===== config.mk =====
export PLATFORM = sky130hd
export DESIGN_NAME = seq_shifter_flat
export DESIGN_NICKNAME = d
export VERILOG_FILES = /design/src/rtl/seq_shifter_pkg.sv /design/src/rtl/seq_shifter_if.sv /design/src/rtl/seq_shifter_shift_step.sv /design/src/rtl/seq_shifter.sv /design/src/flat_wrapper.sv
export SDC_FILE = /design/constraint.sdc
export NUM_CORES = 1
export LEC_CHECK = 0
export ABC_AREA = 1
export CORE_MARGIN = 1.5
export CORE_UTILIZATION = 45
export CTS_CLUSTER_SIZE = 30
export DETAILED_ROUTE_END_ITERATION = 10
export PLACE_DENSITY_LB_ADDON = 0.3
export SLEW_MARGIN = 5
export SYNTH_ARGS = -nofsm -noshare
export SYNTH_HDL_FRONTEND = slang
export SYNTH_SLANG_ARGS = --single-unit

===== constraint.sdc =====
create_clock -name clk -period 2.7 [get_ports clk]
set_input_delay 0.405 -clock clk [delete_from_list [all_inputs] [get_ports clk]]
set_output_delay 0.405 -clock clk [all_outputs]
set_load 0.02 [all_outputs]

===== src/rtl/seq_shifter_pkg.sv =====
// Shared types for the multi-cycle shift unit.
// Op encodings and FSM state typedef.
package seq_shifter_pkg;

  typedef enum logic [1:0] {
    OP_SLL = 2'b00,
    OP_SRL = 2'b01,
    OP_SRA = 2'b10,
    OP_ROR = 2'b11
  } op_t;

  typedef enum logic {
    IDLE  = 1'b0,
    SHIFT = 1'b1
  } shstate_t;

endpackage


===== src/rtl/seq_shifter_if.sv =====
// Start/done bundle between control unit and shifter.
// master: start, op, a, shamt out; busy, done, result in.
interface seq_shifter_if
  import seq_shifter_pkg::*;
#(
  parameter int XLEN = 32
);
  localparam int SHW = $clog2(XLEN);

  logic            start;
  op_t             op;
  logic [XLEN-1:0] a;
  logic [SHW-1:0]  shamt;
  logic            busy;
  logic            done;
  logic [XLEN-1:0] result;

  modport master (
    output start, op, a, shamt,
    input  busy, done, result
  );

  modport slave (
    input  start, op, a, shamt,
    output busy, done, result
  );
endinterface


===== src/rtl/seq_shifter_shift_step.sv =====
// Combinational single step: shift i_val by i_k.
// Ports: i_val, i_k, i_op, i_fill -> o_val.
// SEQ_SHIFTER_ROTATE_EN enables ROR; else op 11 is SRL.
module shift_step
  import seq_shifter_pkg::*;
#(
  parameter int XLEN = 32,
  parameter int STEP = 4,
  parameter int KW   = $clog2(STEP + 1)
) (
  input  logic [XLEN-1:0] i_val,
  input  logic [KW-1:0]   i_k,
  input  op_t             i_op,
  input  logic            i_fill,
  output logic [XLEN-1:0] o_val
);
  localparam int SHW = $clog2(XLEN);

  logic [XLEN-1:0] w_srl;
  logic [XLEN-1:0] w_fmask;
`ifdef SEQ_SHIFTER_ROTATE_EN
  logic [SHW:0]    w_lamt;
`endif

  always_comb begin
    w_srl   = i_val >> i_k;
    // ones where SRA must insert the sign
    w_fmask = ~({XLEN{1'b1}} >> i_k);
`ifdef SEQ_SHIFTER_ROTATE_EN
    // k=0 gives a shift by XLEN, i.e. zero
    w_lamt  = (SHW+1)'(XLEN) - (SHW+1)'(i_k);
`endif
    o_val   = w_srl;
    unique case (1'b1)
      (i_op == OP_SLL):
        o_val = i_val << i_k;
      (i_op == OP_SRA):
        o_val = w_srl | (i_fill ? w_fmask : '0);
`ifdef SEQ_SHIFTER_ROTATE_EN
      (i_op == OP_ROR):
        o_val = w_srl | (i_val << w_lamt);
`endif
      default:
        o_val = w_srl;
    endcase
  end

endmodule


===== src/rtl/seq_shifter.sv =====
// Multi-cycle SLL/SRL/SRA/ROR unit, STEP bits per cycle.
// Ports: clk, rst (async low), bus (slave modport).
// SEQ_SHIFTER_ROTATE_EN enables ROR; else op 11 is SRL.
module seq_shifter
  import seq_shifter_pkg::*;
#(
  parameter int XLEN = 32,
  parameter int STEP = 4
) (
  input logic          clk,
  input logic          rst,
  seq_shifter_if.slave bus
);
  localparam int SHW = $clog2(XLEN);
  localparam int KW  = $clog2(STEP + 1);

  shstate_t        r_state;
  logic [XLEN-1:0] r_work;
  op_t             r_op;
  logic            r_fill;
  logic [SHW:0]    r_rem;
  logic            r_busy;
  logic            r_done;
  logic [XLEN-1:0] r_result;

  logic [KW-1:0]   w_k;
  logic            w_last;
  logic [XLEN-1:0] w_next;

  always_comb begin
    w_last = (r_rem <= (SHW+1)'(STEP));
    w_k    = w_last ? r_rem[KW-1:0]
                    : KW'(STEP);
  end

  shift_step #(
    .XLEN (XLEN),
    .STEP (STEP),
    .KW   (KW)
  ) u_step (
    .i_val  (r_work),
    .i_k    (w_k),
    .i_op   (r_op),
    .i_fill (r_fill),
    .o_val  (w_next)
  );

  always_ff @(posedge clk or negedge rst) begin
    if (!rst) begin
      r_state  <= IDLE;
      r_work   <= '0;
      r_op     <= OP_SLL;
      r_fill   <= 1'b0;
      r_rem    <= '0;
      r_busy   <= 1'b0;
      r_done   <= 1'b0;
      r_result <= '0;
    end else begin
      r_done <= 1'b0;
      unique case (r_state)
        IDLE: begin
          if (bus.start) begin
            r_work  <= bus.a;
            r_op    <= bus.op;
            r_fill  <= bus.a[XLEN-1];
            r_rem   <= {1'b0, bus.shamt};
            r_busy  <= 1'b1;
            r_state <= SHIFT;
          end
        end
        SHIFT: begin
          r_work <= w_next;
          r_rem  <= r_rem - (SHW+1)'(w_k);
          // rem<=STEP: this step drains it (also rem=0)
          if (w_last) begin
            r_result <= w_next;
            r_done   <= 1'b1;
            r_busy   <= 1'b0;
            r_state  <= IDLE;
          end
        end
        default: r_state <= IDLE;
      endcase
    end
  end

  assign bus.busy   = r_busy;
  assign bus.done   = r_done;
  assign bus.result = r_result;

endmodule


===== src/flat_wrapper.sv =====
// flat-port wrapper written by rule: the top's interface ports become plain ports
module seq_shifter_flat import seq_shifter_pkg::*;
#(
  parameter int XLEN = 32,
  parameter int STEP = 4
)
  (clk, rst, bus_start, bus_op, bus_a, bus_shamt, bus_busy, bus_done, bus_result);
  seq_shifter_if #(.XLEN(XLEN)) bus_i ();
  input logic clk;
  input logic rst;
  input wire logic [$bits(bus_i.start)-1:0] bus_start;
  input wire logic [$bits(bus_i.op)-1:0] bus_op;
  input wire logic [$bits(bus_i.a)-1:0] bus_a;
  input wire logic [$bits(bus_i.shamt)-1:0] bus_shamt;
  output wire logic [$bits(bus_i.busy)-1:0] bus_busy;
  output wire logic [$bits(bus_i.done)-1:0] bus_done;
  output wire logic [$bits(bus_i.result)-1:0] bus_result;
  assign bus_i.start = bus_start;
  assign bus_i.op = bus_op;
  assign bus_i.a = bus_a;
  assign bus_i.shamt = bus_shamt;
  assign bus_busy = bus_i.busy;
  assign bus_done = bus_i.done;
  assign bus_result = bus_i.result;
  seq_shifter #(.XLEN(XLEN), .STEP(STEP)) u_core (.clk(clk), .rst(rst), .bus(bus_i));
endmodule

==> key figures, run 1 <==
Synthesis
  • Primary FF master, synth: dfrtp_1
  • Syn Inst Count: 837
  • Synthesized flop and latch total: 76
  • Seq/Total Area, Yosys: 0.3533
  • Number of enable flip-flop cells after synthesis: 0
  • Async SR Flop Fraction: 1.000
  • Synth Cell Area: 5383 um^2
  • Netlist cell types: 28
  • Cell with the most instances after synthesis: nand2_1
  • Synth cell count leaders: nand2_1, nand3_1, dfrtp_1
  • Cell taking the most area after synthesis: dfrtp_1
  • Yosys top cell area share: 0.3533
  • Synth warnings: 0
  • Syn Area/Cell: 6.431 um^2
  • Top post-synthesis cells by area: dfrtp_1, nand2_1, nand3_1, inv_1, nand4_1
  • Syn nets: 880

Drt
  • Via Count: 5918
  • Vias per std cell: 5.712
  • Post-DR wirelength/cell: 16.20 um
  • Drt first-iter violations: 596
  • Antenna Nets Post-Route: 0
  • Drt total wl: 16790 um
  • First-pass iteration count of the detailed router: 9
  • Drc violations: 7

Die
  • Core Rows: 39
  • Die area: 12630 um^2
  • Initial Utilization: 0.4654
  • Die W: 112.4 um
  • # IOs: 76
  • Core Region: 11560 um^2
  • Die height: 112.4 um

Setup path
  • Worst Path Required: 2.98 ns
  • CP Launch Type: flip-flop
  • Critical path arrival: 2.46 ns
  • Critical path endpoint category: flip-flop
  • Critical Path Fanout Max: 32
  • WS Path Type: flip-flop to flip-flop

Power
  • Max VDD drop: 0.6313 mV
  • Pleak: 3.207 nW
  • PD cells: 1422 nW/um^2

CTS
  • CTS Buf Count: 9
  • Clock Latency Late Sink: 0.34 ns
  • CTS Sinks: 76
  • Root Driver: clkbuf_16
  • Longest Clk Path Bufs: 2
  • Clk slew on worst S/H paths: 0.06 ns
  • H-tree Lvls: 3
  • Setup bufs post-CTS: 0
  • CTS tree: yes
  • Hold Buf Count CTS: 0
  • Post_cts resized: 0

Finish
  • Final-stage net count: 931
  • Post-route cell area: 6558 um^2
  • Multi-input logic area: 2993 um^2
  • Syn-to-layout area delta: 21.83%
  • Final core occ: 0.5670
  • Fillers: 1155
  • Number of diodes: 0
  • Layout cells sized above 1: 0.05711
  • Register Area: 1902 um^2

Global route
  • Largest net degree at the start of global routing: 77
  • GR Util All Layers: 0.2732
  • Initial antenna violation count: 0
  • Vias in the first global route: 5301
  • First-pass GRT wire length: 27530 um
  • Global route total overflow: 0

STA
  • RSZ-0062 raised after global routing: no
  • Setup ws final: 0.5246 ns
  • Hold Vio Cnt, Final: 0
  • Final min period: 2.175 ns
  • Final setup viols: 0
  • Fmax: 459.7 MHz
  • Relative slew slack: 0.3354
  • Final Cycle Share: 0.8057
  • Worst-margin pin slew: 0.9969 ns
  • Post-route setup TNS: 0 ns
  • Worst Hold Slack: 0.2361 ns
  • Max-slew violations: 0
  • Final Skew: 0.007085 ns

Outcome
  • Failing checks: DRC
  • Outcome: complete, but fails checks

Placed design
  • HPWL after DPL: 11340 um
  • Setup Slack @ Placement: 0.5455 ns
  • Placed cell area: 6206 um^2
  • IO Port Bufs: 75
  • Routability cong.: 0.9304

Job
  • Max Cap Viol: 0

Hold path
  • HP Class: primary input to async pin
==> metrics by stage <==
step | total power [mW] | instances
final | 9.327 | 1036
after global routing | 10.09 | 1036
after global placement | 7.769 | 1020
after CTS | 9.295 | 1036
after floorplan | 6.106 | 837
after detailed placement | 7.812 | 1020
==> sequential cells by signal, indices dropped and copies added, names as in the netlist <==
register	cells
u_core.r_work	32
u_core.r_fill	1
u_core.bus.done	1
u_core.r_op	2
u_core.r_rem	6
u_core.r_state	1
u_core.bus.busy	1
u_core.bus.result	32
==> layer usage <==
layer | up-vias | wire length [um] | global-route usage
met5 | - | 0 | 0
met4 | 0 | 354 | 0.09958
met3 | 25 | 1419 | 0.04752
met2 | 287 | 7501 | 0.4151
met1 | 2716 | 7510 | 0.3924
li1 | 2890 | - | -
==> power breakdown <==
part	internal, mW	switching, mW
Combinational	1.98	3.66
Sequential	1.71	0.541
Clock	0.952	0.482
Total	4.64	4.69
==> layout by cell type, fill, tap and decap left out <==
cell type | netlist | layout
buf_4 | 5 | 18
nor2_1 | 8 | 7
inv_1 | 60 | 60
nor2_4 | 3 | 3
nand3_1 | 197 | 197
o21ai_1 | 3 | 3
o211ai_1 | 6 | 6
ha_1 | 1 | 1
a21oi_1 | 22 | 22
nand2_2 | 6 | 6
and2_1 | 1 | 1
nor2_8 | 1 | 1
dfrtp_1 | 76 | 76
clkinv_2 | 0 | 1
nand4_1 | 27 | 27
clkbuf_8 | 0 | 2
a22o_1 | 16 | 16
bufinv_16 | 0 | 3
nand2_1 | 317 | 317
clkdlybuf4s50_1 | 0 | 74
nor3_1 | 2 | 2
nand3b_1 | 1 | 1
a31oi_1 | 1 | 1
inv_2 | 3 | 3
conb_1 | 1 | 1
buf_12 | 0 | 1
o21ai_0 | 29 | 29
nor2_2 | 2 | 3
clkbuf_1 | 25 | 1
nand3_2 | 1 | 1
clkbuf_16 | 0 | 9
==> kinds of logic (layout without fill, tap and decap cells) <==
group           Yosys count  after routing  share of synthesized area
compound gates           77             77                    0.08577
simple gates            566            566                     0.4668
buf+inv                 116            172                    0.09112
flops                    76             76                     0.3533
fa+ha+maj                 1              1                   0.002324
other cells               1              1                  0.0006967
==> cell type report <==
cell class                      instances  share of cell area
Multi-Input combinational cell        645              0.4564
Clock buffer                           12             0.03911
Tap cell                              143             0.02728
Clock inverter                          4             0.01450
Sequential cell                        76              0.2900
Inverter                               63             0.03606
Timing Repair Buffer                   93              0.1366
==> worst max-delay path, stage by stage, from the launching register on <==
cell and delay [ns]:
dfrtp_1 0.42, nor2_4 0.34, nand2_2 0.25, inv_2 0.11, buf_4 0.35, nand2_1 0.12
o21ai_0 0.34, nand3_1 0.13, nand2_1 0.07
==> worst paths after layout <==
kind | from | end | slack, ns | cells after the start
worst max-delay path | u_core.r_rem[2] | u_core.bus.result[0] | 0.52 | 8
worst min-delay path | rst | u_core.r_work[16] | 0.24 | 1
worst max register to register | u_core.r_rem[2] | u_core.bus.result[0] | 0.52 | 8
worst min register to register | u_core.bus.result[9] | u_core.bus.result[9] | 0.48 | 2
max in group asynchronous | rst | u_core.r_work[4] | 1.82 | 1
min in group clk | u_core.bus.result[9] | u_core.bus.result[9] | 0.48 | 2
Power figures use the tool's default switching activity.
==> run 2, diff against run 1 <==
clock period = 2 ns   (was 2.7 ns; I/O delays follow)
==> run 2 against run 1 <==
Net effect:
- the run still ends with DRC left
- via count rose by 0.71%
- clock power rose by 7%
- first-iteration DRC count fell by 8.6%
- setup slack got worse by 0.41 ns
- register-to-register slack got worse by 0.41 ns
- clock skew fell by 0.0027 ns
- cell area rose by 1.9%
- worst hold slack improved by 0.22 ns
- die area did not move
- cell count rose by 1.4%
- critical path type unchanged
- largest cell class unchanged
==> key figures, run 2 (synthesized netlist as in run 1, its figures left out) <==
Hold path
  • HP Class: primary input to async pin

Finish
  • Most used cells in the layout excluding fill and tap cells: nand2_1, nand3_1, dfrtp_1
  • Number of diodes: 0 (unchanged)
  • Layout Cells excl Fill: 1050 (+1.4%)
  • Commonest non-fill, non-tap cell in the layout: nand2_1
  • Post-route cell area: 6681 um^2 (+1.9%)
  • Final-stage net count: 946 (+1.6%)
  • Syn-to-layout area delta: 24.13%
  • Layout cells sized above 1: 0.07166 (+0.01455)
  • Final core occ: 0.5777 (+0.01071)

Drt
  • Post-DR wirelength/cell: 16.14 um (-0.40%)
  • Antenna Nets Post-Route: 0 (unchanged)
  • Vias per std cell: 5.676 (-0.63%)
  • First-pass iteration count of the detailed router: 11 (+2)
  • Via Count: 5960 (+0.71%)
  • Drc violations: 7 (unchanged)
  • Drt total wl: 16940 um (+0.94%)
  • Drt first-iter violations: 545 (-8.6%)

Global route
  • GR Util All Layers: 0.2811 (+0.007833)
  • Vias in the first global route: 5652 (+6.6%)
  • Initial antenna violation count: 0 (unchanged)
  • Largest net degree at the start of global routing: 45 (-42%)
  • First-pass GRT wire length: 28320 um (+2.9%)
  • Global route total overflow: 0 (unchanged)

Job
  • Max Cap Viol: 0 (unchanged)

Die
  • # IOs: 76 (unchanged)
  • Die W: 112.4 um (unchanged)
  • Core Region: 11560 um^2 (unchanged)
  • Die area: 12630 um^2 (unchanged)
  • Initial Utilization: 0.4654 (unchanged)
  • Die height: 112.4 um (unchanged)
  • Core Rows: 39 (unchanged)

STA
  • Fmax: 529.6 MHz (+15%)
  • RSZ-0062 raised after global routing: yes
  • Final min period: 1.888 ns (-0.2872 ns)
  • Worst-margin pin slew: 0.6246 ns (-0.3722 ns)
  • Hold Vio Cnt, Final: 0 (unchanged)
  • Final Skew: 0.004418 ns (-0.002666 ns)
  • Setup ws final: 0.1118 ns (-0.4128 ns)
  • Max-slew violations: 0 (unchanged)
  • Worst Hold Slack: 0.4521 ns (+0.2160 ns)
  • Post-route setup TNS: 0 ns (unchanged)
  • Relative slew slack: 0.5831 (+0.2477)
  • Final Cycle Share: 0.9441 (+0.1384)
  • Final setup viols: 0 (unchanged)

Placed design
  • Placed cell area: 6371 um^2 (+2.7%)
  • Placed cells: 1032 (+1.2%)
  • Routability cong.: 0.9605 (+3.2%)
  • Setup Slack @ Placement: 0.1286 ns (-0.4169 ns)
  • IO Port Bufs: 75 (unchanged)
  • HPWL after DPL: 11740 um (+3.5%)

Setup path
  • Delay of the slowest critical-path stage: 0.42 ns (about the same)
  • CP Launch Type: flip-flop
  • CP max-delay cell: dfrtp_1
  • CP Cell Sequence: nor2_4, nand2_2, buf_4, nand2_1, ha_1, inv_1, nand2_1, o21ai_0, nand3_1, nand3_1, nand3_1
  • Crit path buf inv count: 2 (unchanged)
  • R2R cell count: 11 (+3)
  • WS Path Type: flip-flop to flip-flop
  • Worst Setup SP: u_core.r_rem[2]
  • Critical R2R Launch: u_core.r_rem[2]
  • Critical Path Fanout Max: 9 (-72%)
  • Critical path depth: 11 (+3)
  • Reg-to-reg slack, setup: 0.11 ns (-0.41 ns)
  • Delay-heaviest family, CP: simple AND/OR/NAND/NOR gates
  • Crit Reg-Reg Endpoint: u_core.r_rem[4]
  • Critical path endpoint category: flip-flop
  • Critical path arrival: 2.11 ns (-0.35 ns)
  • Most used cell, CP: nand3_1
  • Critical path destination: u_core.r_rem[4]
  • Worst Path Required: 2.23 ns (-0.75 ns)

CTS
  • CTS Sinks: 76 (unchanged)
  • Clock Latency Late Sink: 0.34 ns (about the same)
  • CTS tree: yes
  • H-tree Lvls: 3 (unchanged)
  • Longest Clk Path Bufs: 2 (unchanged)
  • CTS Buf Count: 9 (unchanged)
  • Clk slew on worst S/H paths: 0.06 ns (about the same)
  • Root Driver: clkbuf_16

Power
  • Tot Pwr: 12.50 mW (+34%)
  • Max VDD drop: 0.7921 mV (+25%)
  • PD cells: 1871 nW/um^2 (+32%)
  • Pleak: 3.268 nW (+1.9%)

Outcome
  • Outcome: complete, but fails checks
  • Failing checks: DRC
[run 2: cell types whose count changed in the layout (fill, tap and decap cells not counted), sizes merged]
cell / previous run / this run
bufinv: 3 / 0
buf: 19 / 33
dlygate4sd3: 0 / 1
clkinv: 1 / 2
clkbuf: 12 / 13
[run 2: how the worst min path moves through the flow]
stage	to	slack [ns]	startpoint
floorplan	u_core.bus.busy	0.004	rst
global placement	u_core.bus.result[18]	0.29	rst
detailed placement	u_core.bus.result[18]	0.29	rst
CTS	u_core.bus.result[18]	0.48	rst
global route	u_core.bus.result[17]	0.50	u_core.bus.result[17]
finish	u_core.bus.result[18]	0.45	rst
[run 2: where the power goes]
part | internal [mW] | switching (mW)
Sequential | 2.30 | 0.702
Combinational | 2.95 | 5.01
Clock | 0.898 | 0.634
[run 2: layer usage]
metal,GRT usage,vias to the layer above,routed length (um)
met4,0.1308,0,459
met1,0.3840,2714,7633
li1,-,2924,-
met2,0.4311,294,7458
met5,0,-,0
met3,0.05616,28,1391
[run 2: final cells by class]
type                    instances  area (um^2)
fillers                      1176         4883
multi-input cells             645         2998
flip-flops and latches         76         1902
repair buffers                108         1094
clock buffers                  13        260.3
inverters                      63        239.0
well taps                     143        178.9
clock inverters                 2        10.01
[run 2: worst reg2reg max path, stage by stage, from the launching register on]
cell and delay [ns]:
dfrtp_1 0.42, nor2_4 0.07, nand2_2 0.25, buf_4 0.22
nand2_1 0.10, ha_1 0.22, inv_1 0.07, nand2_1 0.05
o21ai_0 0.13, nand3_1 0.12, nand3_1 0.08, nand3_1 0.06
[run 2: timing repair]
action,in CTS,in global routing
resized for setup,0,6
endpoints found under the hold margin,32,0
endpoints found under the setup margin,0,35
hold buffers,1,0
buffers inserted,0,2
==> variant, RTL diff (config.mk and constraints of run 2) <==
Reset style: synchronous (`rst`), changed in one clocked block. Comments in the files are not updated.
--- a/src/rtl/seq_shifter.sv
+++ b/src/rtl/seq_shifter.sv
@@ -46,5 +46,5 @@
   );
 
-  always_ff @(posedge clk or negedge rst) begin
+  always_ff @(posedge clk) begin
     if (!rst) begin
       r_state  <= IDLE;
Behaviour: differs if rst is asserted again (counterexample within 4 cycles, from zero or initial values and one cycle with rst low); with rst held inactive, the same outputs for 4 cycles.
==> variant against run 2 <==
- cell area down 5.3%
- worst setup slack gained 0.063 ns
- sequential cell count stayed put
- synthesized area shrank 5.5%
- routed wire length is 6.6% lower
- non-clock buffer count down 5
Power is not compared: it rests on default switching activity, and its combinational part moved more than twofold at a synthesized area within 25%.
==> variant: results <==
[placement]
hpwl_um = 10800
gp_congestion = 0.953
dpl_cell_area_mm2 = 0.00603

[drt]
drt_iter0_drc = 598
dr.pass1.iters = 5
wl_per_cell_um = 15.3

[final_layout]
design.seq.count = 76
fill_cells = 1058
clk_share_pct = 4.80
n_all_buffers = 103
fin_area_mm2 = 0.00633
multi_input_area_share_pct = 47.9
final_cells = 1037

[global_routing]
grt_max_degree = 54
grt_pass1_wl_um = 25900
grt_pass1_vias = 5280

[synthesis]
yosysSeqAreaShare_pct = 29.9
synth.net_count = 877
netlist_top_cells_area = dfxtp_1 30%, nand2_1 19%, nand3_1 16%
synth_ff_type = dfxtp_1
async_flop_share_pct = 0

[hold_path]
holdCritPathClass = reg -> reg

[sta]
fin_skew_ns = 0.00633

[critical_path]
arrival_ns = 2.09

[outcome]
status = finished, final reports clean
==> variant: cell count changes after synthesis, moves of 13 or more <==
cell,delta
dfxtp_1,+76
a21oi_1,+44
nand2_1,-59
o21ai_0,+13
dfrtp_1,-76
nand3_1,-31
==> variant: path summary, 6_finish.rpt <==
check	slack (ns)	depth (start not counted)	startpoint	end
worst max-delay path	0.18	11	u_core.r_rem[4]$_SDFFE_PN0P_	u_core.r_work[30]$_SDFFE_PN0P_
worst min-delay path	0.47	2	u_core.bus.result[21]$_SDFFE_PN0P_	u_core.bus.result[21]$_SDFFE_PN0P_
worst max register to register	0.18	11	u_core.r_rem[4]$_SDFFE_PN0P_	u_core.r_work[30]$_SDFFE_PN0P_
worst min register to register	0.47	2	u_core.bus.result[21]$_SDFFE_PN0P_	u_core.bus.result[21]$_SDFFE_PN0P_
==> variant: where the power goes <==
group	leakage, nW	internal (mW)	switching [mW]	total [mW]
clock	0.149	1.03	0.664	1.70
combinational	1.99	0.720	1.24	1.96
sequential	0.622	1.66	0.121	1.78
==> variant: through the flow <==
| step | hold WS (ns) | setup slack (ns) |
|---|---|---|
| 3_5_place_dp | 0.461 | 0.216 |
| 4_1_cts | 0.470 | 0.201 |
| 5_1_grt | 0.487 | 0.0225 |
| 6_report | 0.468 | 0.175 |
| 2_1_floorplan | 0.445 | 0.110 |
| 3_3_place_gp | 0.457 | 0.226 |
==> variant: cell families after synthesis <==
group | after synthesis
AND/OR/NAND/NOR | 484
AO/OA/AOI/OAI | 146
buffers and inverters | 126
flip-flops | 76
adder cells (fa/ha/maj) | 1
other | 1
==> variant: per-layer routing <==
metal  up-vias  share of wire, %  GRT usage (%)
li1       2921                 -              -
met1      2617                46           38.5
met2       300                43           42.0
met3        43               8.3           4.15
met4         0               2.8           9.93
met5         -                 0              0
